File: config.mk
export PLATFORM = sky130hd
export DESIGN_NAME = run_detector
export DESIGN_NICKNAME = d
export VERILOG_FILES = /design/src/rtl/run_detector.sv
export SDC_FILE = /design/constraint.sdc
export NUM_CORES = 1
export LEC_CHECK = 0
export ABC_CLOCK_PERIOD_IN_PS = 6800
export BUFFER_PORTS_ARGS = -buffer_cell sky130_fd_sc_hd__buf_2
export CORE_MARGIN = 4
export CORE_UTILIZATION = 45
export DETAILED_ROUTE_END_ITERATION = 16
export PLACE_DENSITY = 0.72
export SYNTH_ARGS = -nofsm -noshare
export SYNTH_HDL_FRONTEND = slang
export SYNTH_SLANG_ARGS = --single-unit
File: constraint.sdc
create_clock -name clk -period 6.8 [get_ports clk]
set_clock_uncertainty 0.1 [all_clocks]
set_input_delay 0.34 -clock clk [delete_from_list [all_inputs] [get_ports clk]]
set_output_delay 0.34 -clock clk [all_outputs]
set_load 0.02 [all_outputs]
File: src/rtl/run_detector.sv
// run_detector
//
// Streaming run-length detector. It scans each accepted WIDTH-bit word from
// the MSB (earliest bit) to the LSB (latest bit) and looks for a run of at
// least run_len consecutive bits equal to pol. The trailing run carries into
// the next accepted word, and it holds across idle cycles. All outputs are
// registered, so there is one cycle of latency.
//
// Ports
//   clk         : clock, rising edge
//   reset       : synchronous active-high reset (highest priority)
//   in_valid    : data/pol/run_len are accepted this cycle
//   data        : stream word, data[WIDTH-1] earliest, data[0] latest
//   pol         : 1 = runs of ones, 0 = runs of zeros
//   run_len     : required run length, 0 disables, clamped to MAXRUN
//   clear       : synchronous clear of status and run state (beats in_valid)
//   hit         : one-cycle pulse, previous accepted word contained a run
//   flag        : sticky hit indicator
//   run_count   : trailing run length carried forward, saturates at MAXRUN
//   match_count : number of hitting words, saturating
module run_detector #(
  parameter int WIDTH  = 8,
  parameter int MAXRUN = 16,
  parameter int CNT_W  = 16,
  parameter int RL_W   = $clog2(MAXRUN + 1)
) (
  input  logic             clk,
  input  logic             reset,
  input  logic             in_valid,
  input  logic [WIDTH-1:0] data,
  input  logic             pol,
  input  logic [RL_W-1:0]  run_len,
  input  logic             clear,
  output logic             hit,
  output logic             flag,
  output logic [RL_W-1:0]  run_count,
  output logic [CNT_W-1:0] match_count
);

  localparam logic [RL_W-1:0]  MAX_RL  = RL_W'(MAXRUN);
  localparam logic [CNT_W-1:0] CNT_MAX = {CNT_W{1'b1}};

  logic             hit_reg;
  logic             flag_reg;
  logic [RL_W-1:0]  run_count_reg;
  logic [CNT_W-1:0] match_count_reg;

  // Effective threshold after clamping to the tracker's saturation point.
  logic [RL_W-1:0] thr;
  assign thr = (run_len > MAX_RL) ? MAX_RL : run_len;

  // chain[k] is the run length after the first k bits of the word have been
  // consumed. Each stage either extends the run (saturating) or breaks it.
  logic [RL_W-1:0]  chain [0:WIDTH];
  logic [WIDTH-1:0] qual;
  logic             word_hit;

  assign chain[0] = run_count_reg;

  generate
    for (genvar gi = 0; gi < WIDTH; gi++) begin : g_scan
      // Saturate before adding so MAXRUN+1 never has to fit in RL_W bits.
      assign chain[gi+1] = (data[WIDTH-1-gi] == pol)
                         ? ((chain[gi] >= MAX_RL) ? MAX_RL : chain[gi] + 1'b1)
                         : '0;
      assign qual[gi] = (chain[gi+1] >= thr);
    end
  endgenerate

  // With run_len = 0 the threshold is 0 and every stage would qualify, so
  // the word is gated off explicitly.
  assign word_hit = (run_len != '0) && (|qual);

  always_ff @(posedge clk) begin
    if (reset) begin
      hit_reg         <= 1'b0;
      flag_reg        <= 1'b0;
      run_count_reg   <= '0;
      match_count_reg <= '0;
    end else if (clear) begin
      // Any word presented alongside clear is dropped.
      hit_reg         <= 1'b0;
      flag_reg        <= 1'b0;
      run_count_reg   <= '0;
      match_count_reg <= '0;
    end else if (in_valid) begin
      hit_reg       <= word_hit;
      run_count_reg <= chain[WIDTH];
      if (word_hit) begin
        flag_reg <= 1'b1;
        if (match_count_reg != CNT_MAX) begin
          match_count_reg <= match_count_reg + 1'b1;
        end
      end
    end else begin
      hit_reg <= 1'b0;
    end
  end

  assign hit         = hit_reg;
  assign flag        = flag_reg;
  assign run_count   = run_count_reg;
  assign match_count = match_count_reg;

endmodule

==> reports/results.ini <==
[timing]
final_max_slew_viol_count = 0
tightestPinTransition_ns = 0.837
hold_viol = 0
min_period_ns = 6.56
setup_violations = 0
max-slew-margin-rel_pct = 44.1
fmax_ghz = 0.152
finalSetupTns_ns = 0
period_share_pct = 96.5
fin_ws_ns = 0.236

[logic_synthesis]
synth-simple-area-share_pct = 27.6
synth-seq-cells = 23
yosysSeqAreaShare_pct = 14.6
synth.top_cell.area_share_pct = 22.6
synth.area.mux_share_pct = 3.17
synth_fp_nets = 473
synth_edf_count = 0
async_flop_share_pct = 0
synthCells = 398
synth_xor_area_share_pct = 8.88
avgSynthCellArea_um2 = 7.93
synth_compound_area_share_pct = 17.1
synth_top_family_by_area = simple AND/OR/NAND/NOR gates
synthDistinctLibCells = 67
synth_fa_ha_area_share_pct = 22.6
netlist_area_mm2 = 0.00316
ys.flop_type = dfxtp_1
synth.area.top_cells = ha_1, dfxtp_1, a21o_1
yosys.area.top_type = ha_1
yosysWarnings = 0

[global_routing]
met3_usage_pct = 0.902
grt.busiest_layer = met2
global_route.overflow_total = 0
grt_usage_pct = 18.4
grt_max_degree = 23
grt_pass1_wl_um = 13100
globalRouteMet1Util_pct = 22.9
antenna_found_initial = 0
grt_pass1_vias = 2973
grt_util_met2_pct = 33.0

[place]
io_buffer_count = 40
dp.cells = 569
pre_cts_ws_ns = -0.135
gp_congestion = 0.885
place_hpwl_um = 6250

[clock_tree]
clk_pin_slew_worst_paths_ns = 0.08
cts_buffers = 3
cts_sinks = 23
clkLatencyLatePin_ns = 0.27
root_buffer = clkbuf_8
cts_tree = built
htree_num_levels = 1
clock_path_buffers = 2

[final_layout]
largest_reg_flops = 16
seqCellArea_um2 = 463
drive_gt1_share_pct = 35.2
instances_no_fill = 579
multiInputGateArea_mm2 = 0.00275
area_growth_syn_to_layout_pct = 29.9
insertedDiodeCount = 0
nNetsFinal = 559
fill_cells = 597

[drt]
routedWlPerCell_um = 13.7
vias = 3029
drtAntennaViolNets = 0
via_per_inst = 5.23
drc = 0
dr.pass1.iters = 4
dr.first_iter.drc_count = 107
routed_wl_um = 7940

[die]
fp.dieH_um = 91.7
initial_core_util_pct = 46.4
rows = 30
core_mm2 = 0.00679
die_area_mm2 = 0.00842
die_x_um = 91.7
ios = 41

[worst_setup_path]
r2r-start = run_count[1]
worstPathRequired_ns = 6.91
reg2regPathDepth = 34
crit_start = run_count[1]
cp-start-kind = flop
end_kind = flop
cp_slowest_stage_delay_ns = 0.60
crit_path_max_fanout = 6
crit_type = reg2reg
r2r-end = match_count[15]
rrSetupSlack_ns = 0.24
crit_top_cell = ha_1
critPathSlowestCell = or4b_2
worstPathArrival_ns = 6.68

[worst_hold_path]
hold_class = in2reg
holdCritStartpoint = clear
min_path_cells = 3
min_to = hit

[power]
p_leak_uw = 0.00190
vdd_ir_drop_max_uv = 69.7
powerDensity_mw_per_mm2 = 107

[flow_run]
maxCapViolCount = 0

[outcome]
outcome = completed

cells in the mapped netlist, types with 4 or more instances:
cell type	n
a21o_1	17
a21oi_1	18
and2_1	7
and3_1	5
buf_4	5
clkbuf_1	4
dfxtp_1	23
ha_1	57
inv_1	28
mux2i_2	4
nand2_1	29
nand2b_1	15
nand3_1	12
nand4_1	4
nor2_1	32
nor2b_1	8
nor3_1	9
nor4_1	4
o21ai_0	16
or3_1	9
xnor2_1	14
xor2_1	8
per-stage QoR:
stage / cell area (µm²) / utilization, % / total power [µW] / hold slack [ns]
after global placement: 3780 / 55.7 / 332 / 0.349
final: 4100 / 60.3 / 437 / 0.298
after floorplan: 3180 / - / 270 / 0.393
after detailed placement: 3780 / 55.7 / 336 / 0.369
after CTS: 3890 / 57.3 / 425 / 0.295
after global routing: 4100 / 60.3 / 472 / 0.312
final cells by class:
cell class / count / share of cell area, %
Sequential cell: 23 / 11.3
Inverter: 30 / 2.75
Tap cell: 96 / 2.93
Clock buffer: 4 / 1.10
Timing Repair Buffer: 94 / 14.8
Multi-Input combinational cell: 332 / 67.1
routing by layer:
layer / wire [µm] / vias to the layer above / part of all wire [%]
met2: 3970 / 53 / 50
met3: 207 / 12 / 2.6
met1: 3590 / 1396 / 45
li1: - / 1568 / -
met4: 170 / 0 / 2.1
met5: 0 / - / 0
critical path, delay by kind of cell (launching register included):
kind,cells,cell delay [ns]
buffers and inverters,4,0.38
AND/OR/NAND/NOR,13,2.44
adder cells (fa/ha/maj),9,2.13
AO/OA/AOI/OAI,8,1.14
flip-flops,1,0.34
repair_timing:
item                                    in CTS  in global routing
hold buffers                                 0                  0
hold endpoints to repair                     0                  0
resized for setup                           15                 39
endpoints found under the setup margin      13                 18
pin swaps                                    2                 19
setup buffers                                0                  5
gates cloned                                 1                  0
layout by cell type (no fill, tap or decap), types with 3 or more instances in the layout:
| cell | Yosys | final |
|---|---|---|
| buf_4 | 5 | 52 |
| ha_1 | 57 | 47 |
| buf_2 | 2 | 41 |
| nand2_1 | 29 | 27 |
| nor2_1 | 32 | 27 |
| inv_1 | 28 | 24 |
| dfxtp_1 | 23 | 21 |
| a21o_1 | 17 | 17 |
| a21oi_1 | 18 | 16 |
| o21ai_0 | 16 | 15 |
| xnor2_1 | 14 | 14 |
| nand2b_1 | 15 | 13 |
| nand3_1 | 12 | 11 |
| xor2_1 | 8 | 8 |
| or3_1 | 9 | 8 |
| nor2b_1 | 8 | 7 |
| nor3_1 | 9 | 7 |
| inv_2 | 2 | 6 |
| ha_2 | 0 | 6 |
| nor2_2 | 2 | 5 |
| and2_1 | 7 | 4 |
| nor3_2 | 2 | 4 |
| mux2i_2 | 4 | 4 |
| nand4_1 | 4 | 4 |
| ha_4 | 0 | 4 |
| nor2_4 | 1 | 3 |
| or2_2 | 3 | 3 |
| nor4_1 | 4 | 3 |
| o211ai_1 | 3 | 3 |
| o22a_1 | 3 | 3 |
| mux2i_1 | 3 | 3 |
| nand3b_1 | 3 | 3 |
| and2_4 | 0 | 3 |
| and3_1 | 5 | 3 |
| clkbuf_8 | 0 | 3 |
cells by family (layout without fill, tap and decap cells):
family | count (synthesis) | count (layout)
AO/OA/AOI/OAI | 80 | 80
XOR/XNOR | 27 | 27
adder cells (fa/ha/maj) | 57 | 57
buffers and inverters | 43 | 128
flip-flops | 23 | 23
multiplexers | 8 | 8
AND/OR/NAND/NOR | 160 | 160
power by group:
part           switching [µW]  total [µW]  internal [µW]
sequential               1.36         138            137
clock                    44.1        86.0           41.9
combinational             109         213            104
total                     154         437            283
worst max path at each step:
stage,endpoint,slack [ns],cells past startpoint
5_1_grt,match_count[15],-0.08,34
4_1_cts,match_count[3],0.02,37
3_5_place_dp,match_count[14],-0.14,36
3_3_place_gp,match_count[3],0.06,36
6_report,match_count[15],0.24,34
2_1_floorplan,match_count[13],0.02,36
(Power assumes the default switching activity.)
